## config.mk

```make
export PLATFORM = sky130hd
export DESIGN_NAME = cache_op_ctrl
export DESIGN_NICKNAME = d
export VERILOG_FILES = /design/src/rtl/cache_op_ctrl.sv
export SDC_FILE = /design/constraint.sdc
export NUM_CORES = 1
export LEC_CHECK = 0
export ABC_AREA = 1
export BUFFER_PORTS_ARGS = -buffer_cell sky130_fd_sc_hd__buf_2
export CAP_MARGIN = 20
export CORE_UTILIZATION = 38
export CTS_CLUSTER_DIAMETER = 60
export DETAILED_ROUTE_END_ITERATION = 8
export GPL_TIMING_DRIVEN = 0
export PLACE_DENSITY = 0.77
export SKIP_LAST_GASP = 1
export SLEW_MARGIN = 5
export SYNTH_ARGS = -nofsm -noshare
export SYNTH_HDL_FRONTEND = slang
export SYNTH_SLANG_ARGS = --single-unit
```

## constraint.sdc

```tcl
create_clock -name clk -period 1 [get_ports clk]
set_input_delay 0.1 -clock clk [delete_from_list [all_inputs] [get_ports clk]]
set_output_delay 0.1 -clock clk [all_outputs]
set_load 0.01 [all_outputs]
```

## src/rtl/cache_op_ctrl.sv

```systemverilog
// ============================================================================
// cache_op_ctrl : WR-stage CACHE instruction sequencer to I/D maintenance ports
// Optional watchdog: CACHE_OP_TIMEOUT_EN               Revision 1.0
// ============================================================================
`default_nettype none

module cache_op_ctrl #(
  parameter int LINE_OFF       = 5,
  parameter int TIMEOUT_CYCLES = 1023
) (
  input  logic        clk,
  input  logic        reset,
  input  logic        flush,
  input  logic [4:0]  WR_cache_op_i,
  input  logic [31:0] WR_cache_paddr_i,
  input  logic [1:0]  WR_cache_target_i,
  output logic        cache_op_done,
  output logic        ic_op_req,
  output logic [2:0]  ic_op_code,
  output logic [31:0] ic_op_addr,
  input  logic        ic_op_ack,
  output logic        dc_op_req,
  output logic [2:0]  dc_op_code,
  output logic [31:0] dc_op_addr,
  input  logic        dc_op_ack,
  output logic        op_timeout
);

  typedef enum logic [1:0] {
    IDLE = 2'd0,
    REQ  = 2'd1,
    DONE = 2'd2,
    HOLD = 2'd3
  } state_e;

  localparam logic [1:0] TGT_IC = 2'b01;
  localparam logic [1:0] TGT_DC = 2'b10;
  localparam logic [1:0] TGT_RS = 2'b11;

  state_e      state_q, state_d;
  logic [1:0]  tgt_q, tgt_d;
  logic [2:0]  code_q, code_d;
  logic [31:0] addr_q, addr_d;
  logic        abort_q, abort_d;
  logic        ack_w;
  logic        tmo_w;
  logic        unused_ok;

  assign ack_w     = (tgt_q == TGT_IC) ? ic_op_ack : dc_op_ack;
  assign unused_ok = ^{WR_cache_op_i[1:0], WR_cache_paddr_i[LINE_OFF-1:0]};

`ifdef CACHE_OP_TIMEOUT_EN
  localparam int CNT_W = ($clog2(TIMEOUT_CYCLES + 1) > 10) ? $clog2(TIMEOUT_CYCLES + 1) : 10;

  logic [CNT_W-1:0] cnt_q, cnt_d;
  logic             tmo_flag_q, tmo_flag_d;

  // Counter sits at zero outside REQ, so it is already clear on REQ entry.
  assign tmo_w = (state_q == REQ) && !ack_w && (cnt_q == CNT_W'(TIMEOUT_CYCLES - 1));

  always_comb begin
    cnt_d      = (state_q == REQ) ? cnt_q + 1'b1 : '0;
    tmo_flag_d = tmo_flag_q | tmo_w;
  end

  always_ff @(posedge clk) begin
    if (reset) begin
      cnt_q      <= '0;
      tmo_flag_q <= 1'b0;
    end else begin
      cnt_q      <= cnt_d;
      tmo_flag_q <= tmo_flag_d;
    end
  end

  assign op_timeout = tmo_flag_q;
`else
  localparam int unused_timeout_cycles = TIMEOUT_CYCLES;

  assign tmo_w      = 1'b0;
  assign op_timeout = 1'b0;
`endif

  always_comb begin
    state_d = state_q;
    tgt_d   = tgt_q;
    code_d  = code_q;
    addr_d  = addr_q;
    abort_d = abort_q;
    case (state_q)
      IDLE: begin
        if (!flush) begin
          if (WR_cache_target_i == TGT_IC || WR_cache_target_i == TGT_DC) begin
            tgt_d   = WR_cache_target_i;
            code_d  = WR_cache_op_i[4:2];
            addr_d  = {WR_cache_paddr_i[31:LINE_OFF], {LINE_OFF{1'b0}}};
            abort_d = 1'b0;
            state_d = REQ;
          end else if (WR_cache_target_i == TGT_RS) begin
            state_d = DONE;
          end
        end
      end
      REQ: begin
        // The request is never withdrawn early; a flush only suppresses the done pulse.
        if (ack_w || tmo_w) begin
          state_d = (abort_q || flush) ? IDLE : DONE;
        end else if (flush) begin
          abort_d = 1'b1;
        end
      end
      DONE: state_d = flush ? IDLE : HOLD;
      HOLD: begin
        if (WR_cache_target_i == 2'b00 || flush) state_d = IDLE;
      end
      default: state_d = IDLE;
    endcase
  end

  always_ff @(posedge clk) begin
    if (reset) begin
      state_q <= IDLE;
      tgt_q   <= 2'b00;
      code_q  <= 3'b000;
      addr_q  <= 32'h0;
      abort_q <= 1'b0;
    end else begin
      state_q <= state_d;
      tgt_q   <= tgt_d;
      code_q  <= code_d;
      addr_q  <= addr_d;
      abort_q <= abort_d;
    end
  end

  assign ic_op_req     = (state_q == REQ) && (tgt_q == TGT_IC);
  assign dc_op_req     = (state_q == REQ) && (tgt_q == TGT_DC);
  assign ic_op_code    = code_q;
  assign dc_op_code    = code_q;
  assign ic_op_addr    = addr_q;
  assign dc_op_addr    = addr_q;
  assign cache_op_done = (state_q == DONE) && !flush;

endmodule

`default_nettype wire

```

==> flow_summary.yaml <==
outcome:
  outcome: "complete, but fails checks"
  violations: "setup timing"
synth:
  synth_compound_area_frac: 0.196
  synth-xor-area-share: 0
  synth-adder-area-share: 0.0142
  netlist.area_leader.share: 0.397
  yosysTopAreaCell: "dfxtp_1"
  ys_ff_latch: 35
  synth.avg_cell_area_um2: 7.63
  netlist_area_mm2: 0.00176
  synth_top_family_by_area: "buffers and inverters"
  synth_mux_area_frac: 0
  synth_cell_type_count: 18
  synthesis.instances: 231
  synth_area_leaders: "dfxtp_1 40%, buf_4 17%, a21oi_1 9.9%, inv_1 8.9%, o21ai_1 5.7%"
  yosys_warnings: 0
  yosysSeqAreaShare: 0.397
  synth-simple-area-share: 0.0788
cells_and_area:
  layout_common_cells: "98 x buf_2, 47 x buf_4, 39 x inv_1, 25 x a21oi_1"
  multi_input_area_um2: 762
  finish.utilization: 0.649
  fin_nets: 403
  antennaDiodeCount: 0
  drive_above_1_share: 0.651
  seq_area_um2: 733
  final_common_cell: "buf_2"
  stdcell_count: 410
  fillers: 378
  area_delta_synth_final_pct: 62.4
clock_tree:
  h-tree-depth: 2
  cts_made_buffers: 5
  root_buffer: "clkbuf_8"
  clockBufferDepth: 2
  path_clk_slew_ns: 0.07
  tritoncts: "done"
  clock_latency_ns: 0.28
  cts.sinks: 35
die:
  ios: 118
  initial_utilization: 0.399
  core_area_mm2: 0.00441
  die_y_um: 70.1
  die_width_um: 70.1
  core.rowCount: 24
  die-area_mm2: 0.00492
route:
  avgRoutedWirePerCell_um: 10.6
  drc: 0
  first_pass_iters: 4
  vias_per_cell: 4.41
  drtIter0Drc: 46
  ant_nets: 0
  totalWireLength_um: 4350
  vias: 1810
placed_design:
  dpl.cell_count: 392
  port_buffers: 99
  hpwlAfterDp_um: 2990
  gp_congestion: 0.870
  dp_slack_ns: -0.235
global_routing:
  grt_usage: 0.170
  met2_usage: 0.290
  grt_first_pass_wirelength_um: 6580
  antenna_found_initial: 0
  use_met1: 0.198
  grt_pass1_vias: 1523
  busiest_layer: "met2"
  grt_util_met3: 0.0462
  grt_max_degree: 12
  overflow: 0
sta:
  worst_slack_ns: -0.215
  setup_viol: 38
  timing_hold_violations_final: 0
  final.period_utilization: 1.21
  fin_worst_skew_ns: 0.00278
  fmax_ghz: 0.823
  rsz0062_at_grt: "yes"
  tightest_slew_ns: 0.748
  slew_violations: 0
  period_minus_slack_ns: 1.21
  slew-limit-headroom: 0.501
power_and_ir_drop:
  power.density_mw_per_mm2: 1710
  finalPower_uw: 4890
  p_leak_uw: 0.00150
  ir_drop_mv: 0.832
worst_setup_path:
  startpoint_type: "register"
  critPathMaxFanout: 4
  cp-end-kind: "output pin"
  critical_path_arrival_ns: 1.11
  required_ns: 0.90
  crit_type: "register to output pin"
min_path:
  hold_path_class: "primary input to register"
run:
  drv_cap: 0
## state kept, by name (all words and copies together), names as in the netlist
signal / count
dc_op_addr: 27
dc_op_code: 3
abort_q: 1
state_q: 2
tgt_q: 2
## worst max-delay path, cell delays in order, from the launching register on
cell and delay [ns]:
dfxtp_4 0.39, inv_4 0.04, nor2_4 0.11, inv_2 0.05
nor2_1 0.10, buf_2 0.14
## stage by stage
| step | TNS [ns] | hold slack, ns | instance area, µm² |
|---|---|---|---|
| 2_1_floorplan | -1.38 | 0.162 | 1820 |
| 3_3_place_gp | -5.73 | 0.282 | 2380 |
| 3_5_place_dp | -7.10 | 0.278 | 2380 |
| 4_1_cts | -5.71 | 0.0688 | 2650 |
| 5_1_grt | -7.91 | 0.0787 | 2860 |
| 6_report | -6.25 | 0.0771 | 2860 |
## cell type report
class | instances | area share
clock buffers | 7 | 0.0337
repair buffers | 111 | 0.225
clock inverters | 1 | 0.00262
multi-input cells | 113 | 0.266
flip-flops and latches | 35 | 0.256
well taps | 52 | 0.0227
inverters | 42 | 0.0559
plain buffers | 49 | 0.138
## cell usage after synthesis
master / instances
nor3_1: 1
o21ai_1: 20
ha_1: 2
nor2_4: 1
buf_6: 6
nor2_1: 8
buf_1: 1
buf_2: 1
inv_1: 42
a21oi_1: 35
o21ai_0: 14
nand2_1: 14
buf_4: 41
conb_1: 1
clkbuf_1: 2
dfxtp_1: 35
nand3_1: 6
nand3_2: 1
## where the power goes
part           switching, µW  internal, µW  leakage (µW)  total, µW
sequential               169          1630      0.000297       1800
combinational            940          1000       0.00116       1940
clock                    518           627     0.0000505       1140
total                   1630          3260       0.00150       4890
## kinds of logic after synthesis
logic type,after synthesis
other,1
adders and majority gates,2
and+or+nand+nor,31
AOI/OAI and AO/OA,69
buffers and inverters,93
DFF,35
## routing by layer
layer | routed length, µm | part of all wire | vias up
met4 | 56 | 0.013 | 0
met1 | 1790 | 0.41 | 800
met2 | 2190 | 0.50 | 77
met5 | 0 | 0 | -
li1 | - | - | 927
met3 | 312 | 0.072 | 6
## path summary, 6_finish.rpt
check | start | end | slack [ns] | cells past startpoint
worst min-delay path | WR_cache_paddr_i[6] | dc_op_addr[6]$_SDFFE_PP0P_ | 0.08 | 3
worst min register to register | dc_op_addr[21]$_SDFFE_PP0P_ | dc_op_addr[21]$_SDFFE_PP0P_ | 0.45 | 2
worst max-delay path | state_q[0]$_SDFFE_PP0P_ | ic_op_req | -0.21 | 5
worst max register to register | state_q[0]$_SDFFE_PP0P_ | dc_op_addr[14]$_SDFFE_PP0P_ | -0.21 | 6
## timing repair
action / 4_1_cts / 5_1_grt
gates cloned: 2 / 1
endpoints found under the setup margin: 39 / 58
pin swaps: 8 / 5
hold buffers: 1 / 0
buffers inserted: 7 / 3
gates resized for setup: 39 / 61
endpoints found under the hold margin: 1 / 0
Note: power is estimated with default switching activity, not from simulation.
